File: src/rtl/kernel_launch_queue.sv
// Kernel launch scheduler: queues launch descriptors and sequences each kernel
// through GPU reset, DCR programming and a start/done handshake, reporting a completion record.
module kernel_launch_queue #(
    parameter int unsigned ID_BITS        = 4,
    parameter int unsigned QUEUE_DEPTH    = 4,
    parameter int unsigned RESET_CYCLES   = 2,
    parameter int unsigned TIMEOUT_CYCLES = 0
) (
    input  logic                         clk,
    input  logic                         reset,
    input  logic                         launch_valid,
    output logic                         launch_ready,
    input  logic [ID_BITS-1:0]           launch_id,
    input  logic [7:0]                   launch_thread_count,
    output logic                         gpu_reset,
    output logic                         dcr_write_enable,
    output logic [7:0]                   dcr_data,
    output logic                         gpu_start,
    input  logic                         gpu_done,
    output logic                         complete_valid,
    input  logic                         complete_ready,
    output logic [ID_BITS-1:0]           complete_id,
    output logic [15:0]                  complete_cycles,
    output logic                         complete_error,
    output logic [$clog2(QUEUE_DEPTH):0] queue_count,
    output logic                         busy
);
    localparam int unsigned PW = $clog2(QUEUE_DEPTH);
    localparam int unsigned CW = PW + 1;
    localparam int unsigned RW = (RESET_CYCLES > 1) ? $clog2(RESET_CYCLES) : 1;
    localparam logic [CW-1:0] FULL     = CW'(QUEUE_DEPTH);
    localparam logic [RW-1:0] RST_LAST = RW'(RESET_CYCLES - 1);
    localparam logic [15:0]   TIMEOUT  = 16'(TIMEOUT_CYCLES);

    typedef enum logic [2:0] {IDLE, RST, DCR, RUN, COMPLETE} state_t;

    state_t               state;
    logic [ID_BITS-1:0]   fifo_id [QUEUE_DEPTH];
    logic [7:0]           fifo_tc [QUEUE_DEPTH];
    logic [PW-1:0]        wr_ptr;
    logic [PW-1:0]        rd_ptr;
    logic                 push;
    logic                 pop;
    logic [ID_BITS-1:0]   current_id;
    logic [7:0]           current_tc;
    logic [RW-1:0]        rst_cnt;
    logic                 rst_hold;
    logic [15:0]          run_next;

    // Readiness comes from the registered count only, so a pop never frees a slot for a same-cycle push.
    assign launch_ready = (queue_count != FULL);
    assign push         = launch_valid && launch_ready;
    assign pop          = (state == IDLE) && (queue_count != '0);
    assign gpu_reset    = reset | rst_hold;
    assign complete_id  = current_id;
    assign busy         = (state != IDLE) || (queue_count != '0);
    assign run_next     = (complete_cycles == 16'hFFFF) ? complete_cycles : complete_cycles + 16'd1;

    always_ff @(posedge clk) begin
        if (push) begin
            fifo_id[wr_ptr] <= launch_id;
            fifo_tc[wr_ptr] <= launch_thread_count;
        end
    end

    always_ff @(posedge clk) begin
        if (reset) begin
            wr_ptr      <= '0;
            rd_ptr      <= '0;
            queue_count <= '0;
        end else begin
            if (push) wr_ptr <= wr_ptr + PW'(1);
            if (pop)  rd_ptr <= rd_ptr + PW'(1);
            case ({push, pop})
                2'b10:   queue_count <= queue_count + CW'(1);
                2'b01:   queue_count <= queue_count - CW'(1);
                default: queue_count <= queue_count;
            endcase
        end
    end

    // complete_cycles doubles as the RUN counter; it is frozen once COMPLETE is entered.
    always_ff @(posedge clk) begin
        if (reset) begin
            state            <= IDLE;
            current_id       <= '0;
            current_tc       <= '0;
            rst_cnt          <= '0;
            rst_hold         <= 1'b0;
            dcr_write_enable <= 1'b0;
            dcr_data         <= '0;
            gpu_start        <= 1'b0;
            complete_valid   <= 1'b0;
            complete_cycles  <= '0;
            complete_error   <= 1'b0;
        end else begin
            case (state)
                IDLE: begin
                    if (pop) begin
                        current_id      <= fifo_id[rd_ptr];
                        current_tc      <= fifo_tc[rd_ptr];
                        complete_cycles <= '0;
                        complete_error  <= 1'b0;
                        if (fifo_tc[rd_ptr] == 8'd0) begin
                            state          <= COMPLETE;
                            complete_valid <= 1'b1;
                        end else begin
                            state    <= RST;
                            rst_hold <= 1'b1;
                            rst_cnt  <= '0;
                        end
                    end
                end
                RST: begin
                    if (rst_cnt == RST_LAST) begin
                        state            <= DCR;
                        rst_hold         <= 1'b0;
                        dcr_write_enable <= 1'b1;
                        dcr_data         <= current_tc;
                    end else begin
                        rst_cnt <= rst_cnt + RW'(1);
                    end
                end
                DCR: begin
                    state            <= RUN;
                    dcr_write_enable <= 1'b0;
                    dcr_data         <= '0;
                    gpu_start        <= 1'b1;
                    complete_cycles  <= '0;
                end
                RUN: begin
                    complete_cycles <= run_next;
                    if (gpu_done) begin
                        state          <= COMPLETE;
                        gpu_start      <= 1'b0;
                        complete_valid <= 1'b1;
                        complete_error <= 1'b0;
                    end else if ((TIMEOUT != 16'd0) && (run_next == TIMEOUT)) begin
                        state          <= COMPLETE;
                        gpu_start      <= 1'b0;
                        complete_valid <= 1'b1;
                        complete_error <= 1'b1;
                    end
                end
                COMPLETE: begin
                    if (complete_ready) begin
                        state          <= IDLE;
                        complete_valid <= 1'b0;
                    end
                end
                default: state <= IDLE;
            endcase
        end
    end

endmodule

File: config.mk
export PLATFORM = sky130hd
export DESIGN_NAME = kernel_launch_queue
export DESIGN_NICKNAME = d
export VERILOG_FILES = /design/src/rtl/kernel_launch_queue.sv
export SDC_FILE = /design/constraint.sdc
export NUM_CORES = 1
export LEC_CHECK = 0
export ABC_AREA = 1
export CAP_MARGIN = 20
export CELL_PAD_IN_SITES_DETAIL_PLACEMENT = 0
export CELL_PAD_IN_SITES_GLOBAL_PLACEMENT = 1
export CORE_ASPECT_RATIO = 1.5
export CORE_UTILIZATION = 40
export DETAILED_ROUTE_END_ITERATION = 8
export GPL_TIMING_DRIVEN = 1
export PLACE_DENSITY_LB_ADDON = 0.25
export REMOVE_ABC_BUFFERS = 1
export SETUP_SLACK_MARGIN = 0.3
export SLEW_MARGIN = 20
export SYNTH_ARGS = -nofsm -noshare
export SYNTH_HDL_FRONTEND = slang
export SYNTH_SLANG_ARGS = --single-unit
File: constraint.sdc
create_clock -name clk -period 2.5 [get_ports clk]
set_input_delay 0.375 -clock clk [delete_from_list [all_inputs] [get_ports clk]]
set_output_delay 0.375 -clock clk [all_outputs]
set_load 0.01 [all_outputs]
### Yosys cells after proc, flatten, opt, wreduce, memory -nomap -nowiden

Memory sizes are Yosys's and may differ from the RTL's. A register that Yosys moved wholly into a read port is not among the register bits.
Index checks and enable logic that the tools add are counted.

* register bits after elaboration: 48
* memory bits (writable): 48
* bits of input ports: 17
* output and inout port bits: 38
* memories: 2

Memory list
* fifo_tc: words 4, width 8, read ports 1, clocked after memory_dff 1, wr ports 1, line 39 `logic [7:0] fifo_tc [QUEUE_DEPTH];`
* fifo_id: words 4, width 4, read ports 1, clocked after memory_dff 1, wr ports 1, line 38 `logic [ID_BITS-1:0] fifo_id [QUEUE_DEPTH];`

* add/subtract/negate cells: 6
* equal/unequal tests: 15
* multiplexer cells: 35
* bitwise gates (word level): 1
* reduce and logical (&&, ||, !) cells: 23

Operators with widths (count)
* $pmux W16 S3: 1
* $mux W16: 2
* $add A16 B1 Y16 const B: 1
* $eq A16 B16 Y1 const B: 1
* $pmux W8 S2: 1
* $mux W1: 15
* $mux W3: 5
* $pmux W3 S5: 1
* $ne A2 B2 Y1 const B: 6
* $reduce_bool A3 Y1: 4
* $pmux W1 S2: 5
* $reduce_bool A2 Y1: 5
* $reduce_and A3 Y1: 3
* $logic_not A8 Y1: 1
* $mux W8: 1
* $reduce_and A4 Y1: 2
* $eq A3 B2 Y1 const B: 2
* $pmux W3 S2: 1
* $reduce_and A2 Y1: 3
* $reduce_and A5 Y1: 1
* $add A2 B1 Y2 const B: 2
* $mux W2: 2
* $add A3 B1 Y3 const B: 1
* $eq A3 B1 Y1 const B: 1
* 12 further kinds: 13

### Depth between registers and ports, before layout

* depth in word-level cells: 4
* gate-level depth with buffers: 13
* mapped depth without buffers: 11

### Worst setup path after synthesis

No wires, ideal clock.

* path type: reg-to-reg
* from: reg state[0]
* to: reg queue_count[2]
* library setup time: 0.122 ns
* arrival: 2.089 ns
* setup slack: 0.289 ns
* cell stages (with the launch flop): 13
* path buffers: 2
* clock period less this slack: 2.211 ns
* cells stage by stage: dfxtp_1 nor2_1 nand2_1 a31oi_1 buf_2 buf_2 ha_1 inv_1 fa_1 a21oi_1 o21ai_0 o21ai_0 a21oi_1

* cells in the longest elaborated chain, start to end: 4
* elaborated cells between the ends (all ways): 6
* classes of those cells: eq/ne (2); mux (1); reduce/logical (3)

RTL lines
* start: declaration: line 37 `state_t state;`
* start signal: assignment: line 85 `state <= IDLE;`
* start signal: assignment: line 105 `state <= COMPLETE;`
* start signal: assignment: line 108 `state <= RST;`
* $logic_not A3 Y1 *: line 53 `assign pop = (state == IDLE) && (queue_count != '0);`
* $logic_and A1 B1 Y1 *: line 53
* via pop: line 43 `logic pop;`
* $eq A2 B1 Y1 / $eq A2 B2 Y1 (equally long branches): line 74 `case ({push, pop})`
* $pmux W3 S2 / $reduce_bool A2 Y1 (equally long branches)
* end signal: assignment: line 75 `2'b10: queue_count <= queue_count + CW'(1);`
* end signal: assignment: line 76 `2'b01: queue_count <= queue_count - CW'(1);`
* end signal: assignment: line 77 `default: queue_count <= queue_count;`
* end: declaration: line 25 `output logic [$clog2(QUEUE_DEPTH):0] queue_count,`

Mark *: on every way through the listed nets, which the timed path passes. The rest lies on a longest branch.
A chain may end at the register's enable or synchronous reset.

### Worst setup path in the final report

* from: reg state[0]
* to: out busy

* cells in the longest elaborated chain, start to end: 2

RTL lines
* $reduce_bool A3 Y1: line 56 `assign busy = (state != IDLE) || (queue_count != '0);`
* $logic_or A1 B1 Y1: line 56
* end: declaration: line 26 `output logic busy`

No other way between the ends.

==> results.cfg <==
[setup_path]
worst_ep_arrival_time_ps = 1710
critPathKind = reg2out
crit_path_max_fanout = 5
crit_start = state[0]
r2r_start = state[0]
crit_required_ps = 2120
start_kind = flip-flop
worstSetupEndpointType = primary output

[place]
postPlaceCellArea_mm2 = 0.005016
dpl_worst_slack_ps = 359.6
hpwl_mm = 6.718
gp_congestion = 0.8194
io_buffers = 53

[timing]
worst_pin_slew_ps = 499.2
min_period_over_period = 0.8349
fin_crit_ps = 2087
worst_slack_ps = 412.7
rsz0062_at_grt = true
hold_viol = 0
hold_ws_ps = 461.8
skew_ps = 9.479
slew_headroom = 0.6663
fmax_mhz = 479.1
setup_viol = 0
slew_violations = 0

[route]
antenna_left = 0
drt-vias-per-instance = 4.860
drcViolationCount = 0
first_pass_iters = 4
wirelength_mm = 9.323
num_vias = 3344
drt_iter0_drc = 162
wire_per_inst_um = 13.55

[synth]
synth-edff-count = 48
netlist_instances = 484
ys_warn_count = 0
syn_area_mm2 = 0.004334
syn_area_per_cell_um2 = 8.955
yosysSeqAreaShare = 0.5774
ys_types = 33
synth_seq_cells = 101
synth_ff_type = dfxtp_1
synthArstFlopShare = 0

[finish]
nets = 563
drive_gt1_frac = 0.09007
regArea_mm2 = 0.002502
antenna_cells = 0
syn_to_final_growth_pct = 23.27
layout_common_cells = 101 x nand2_1, 53 x nand3_1, 53 x dfxtp_1, 53 x clkdlybuf4s50_1, 51 x nor2_1
nFillCells = 1020
multiInputGateArea_mm2 = 0.001605
final_common_cell = nand2_1
final_cell_area_mm2 = 0.005343

[global_routing]
track_usage = 0.1776
antenna_found_initial = 0
gr-total-overflow = 0
grt_start_max_net_pins = 29
first_global_vias = 3074
grt_pass1_wl_mm = 15.11

[power]
ir_drop_mv = 0.4782
clkPwrFrac = 0.259
p_leak_nw = 1.918
intPower_mw = 3.492
p_total_mw = 5.494
p_sw_mw = 2.002
power_frac_seq = 0.405
sw_frac_of_total = 0.3644
p_per_area_mw_per_mm2 = 1028
power.share.combinational = 0.336

[die]
num_rows = 46
dieArea_mm2 = 0.01126
start_util = 0.4115
fp.dieW_um = 86.99
core_area_mm2 = 0.01053
ios = 55
fp.dieH_um = 129.5

[hold_path]
hold_class = reg2reg
hp-start = gpu_start

[clocking]
clock-root-buffer = clkbuf_16
clockBufferDepth = 2
cts_made_buffers = 9
cts_sinks = 101
holdBufCountCts = 0
h-tree-depth = 3
cts.clk_slew.worst_paths_ps = 80
cts_tree = done
insertion_delay_ps = 340

[job]
drv_cap = 0

[status]
status = completed
==> metrics by stage <==
| stage | std cells | utilization | setup TNS, ps |
|---|---|---|---|
| final | 688 | 0.5072 | 0 |
| after global routing | 688 | 0.5072 | 0 |
| after CTS | 688 | 0.5057 | 0 |
| after detailed placement | 672 | 0.4762 | 0 |
| after global placement | 672 | 0.4762 | 0 |
| after floorplan | 466 | - | -575.1 |
==> power groups by stage <==
stage / combinational, mW / clock [mW] / sequential [mW]
after detailed placement: 1.83 / 0 / 2.26
after floorplan: 1.11 / 0 / 2.27
after CTS: 1.84 / 1.45 / 2.23
after global routing: 2.12 / 1.52 / 2.26
final: 1.85 / 1.42 / 2.22
after global placement: 1.80 / 0 / 2.26
==> per-layer routing <==
layer | part of all wire | vias to the layer above | GRT usage
met3 | 0.033 | 10 | 0.03312
met4 | 0.015 | 0 | 0.07157
met1 | 0.42 | 1541 | 0.2080
met5 | 0 | - | 0
li1 | - | 1731 | -
met2 | 0.54 | 62 | 0.3164
==> kinds of logic after synthesis <==
logic type               Yosys count  synth area share
AND/OR/NAND/NOR                  229            0.2263
flip-flops                       101            0.5774
AO/OA/AOI/OAI                     82            0.1013
buffers and inverters             57           0.05802
XOR/XNOR                           7           0.01415
adder cells (fa/ha/maj)            7           0.02194
other                              1         0.0008652
==> sequential cells by signal, summed over array words and instances (netlist names), 2 cells and up, named ones only <==
register and count:
fifo_tc 32, rd_ptr 2, complete_id 4, complete_cycles 16, dcr_data 8, state 3
fifo_id 16, current_tc 8, wr_ptr 2, queue_count 3
==> worst paths after layout <==
kind / to / slack (ps) / cells after the start
worst max-delay path: busy / 410 / 5
worst min-delay path: gpu_start / 460 / 2
worst max register to register: queue_count[2] / 500 / 10
worst min register to register: gpu_start / 460 / 2
==> area by class of cell <==
type                       count  share of cell area
tap                          144             0.03372
timing repair buffer          62              0.1119
inverter                      39             0.02787
clock inverter                 7             0.01546
clock buffer                   9             0.04215
sequential                   101              0.4684
multi-input combinational    326              0.3005
==> synthesized netlist by cell type (all sizes together), types with 3 or more instances <==
cell type / instances / area share
a21oi: 45 / 0.057
a31oi: 5 / 0.0072
buf: 10 / 0.017
clkbuf: 8 / 0.0069
dfxtp: 53 / 0.24
edfxtp: 48 / 0.33
ha: 6 / 0.017
inv: 38 / 0.033
nand2: 103 / 0.090
nand3: 54 / 0.064
nand4: 3 / 0.0043
nor2: 54 / 0.047
nor3: 9 / 0.013
o21ai: 32 / 0.037
or2: 5 / 0.0072
xor2: 6 / 0.012
==> repair_timing <==
item	in CTS	in global routing
gates resized for setup	1	4
setup buffers	0	0
setup endpoints to repair	1	11
gates cloned	0	0
==> worst max-delay path, cell delays in order, from the launching register on <==
cell	delay, ps
dfxtp_1	360
nor2_2	170
nand2_2	100
nor2_2	160
inv_2	90
clkdlybuf4s50_1	480
Note: power is estimated with default switching activity, not from simulation.
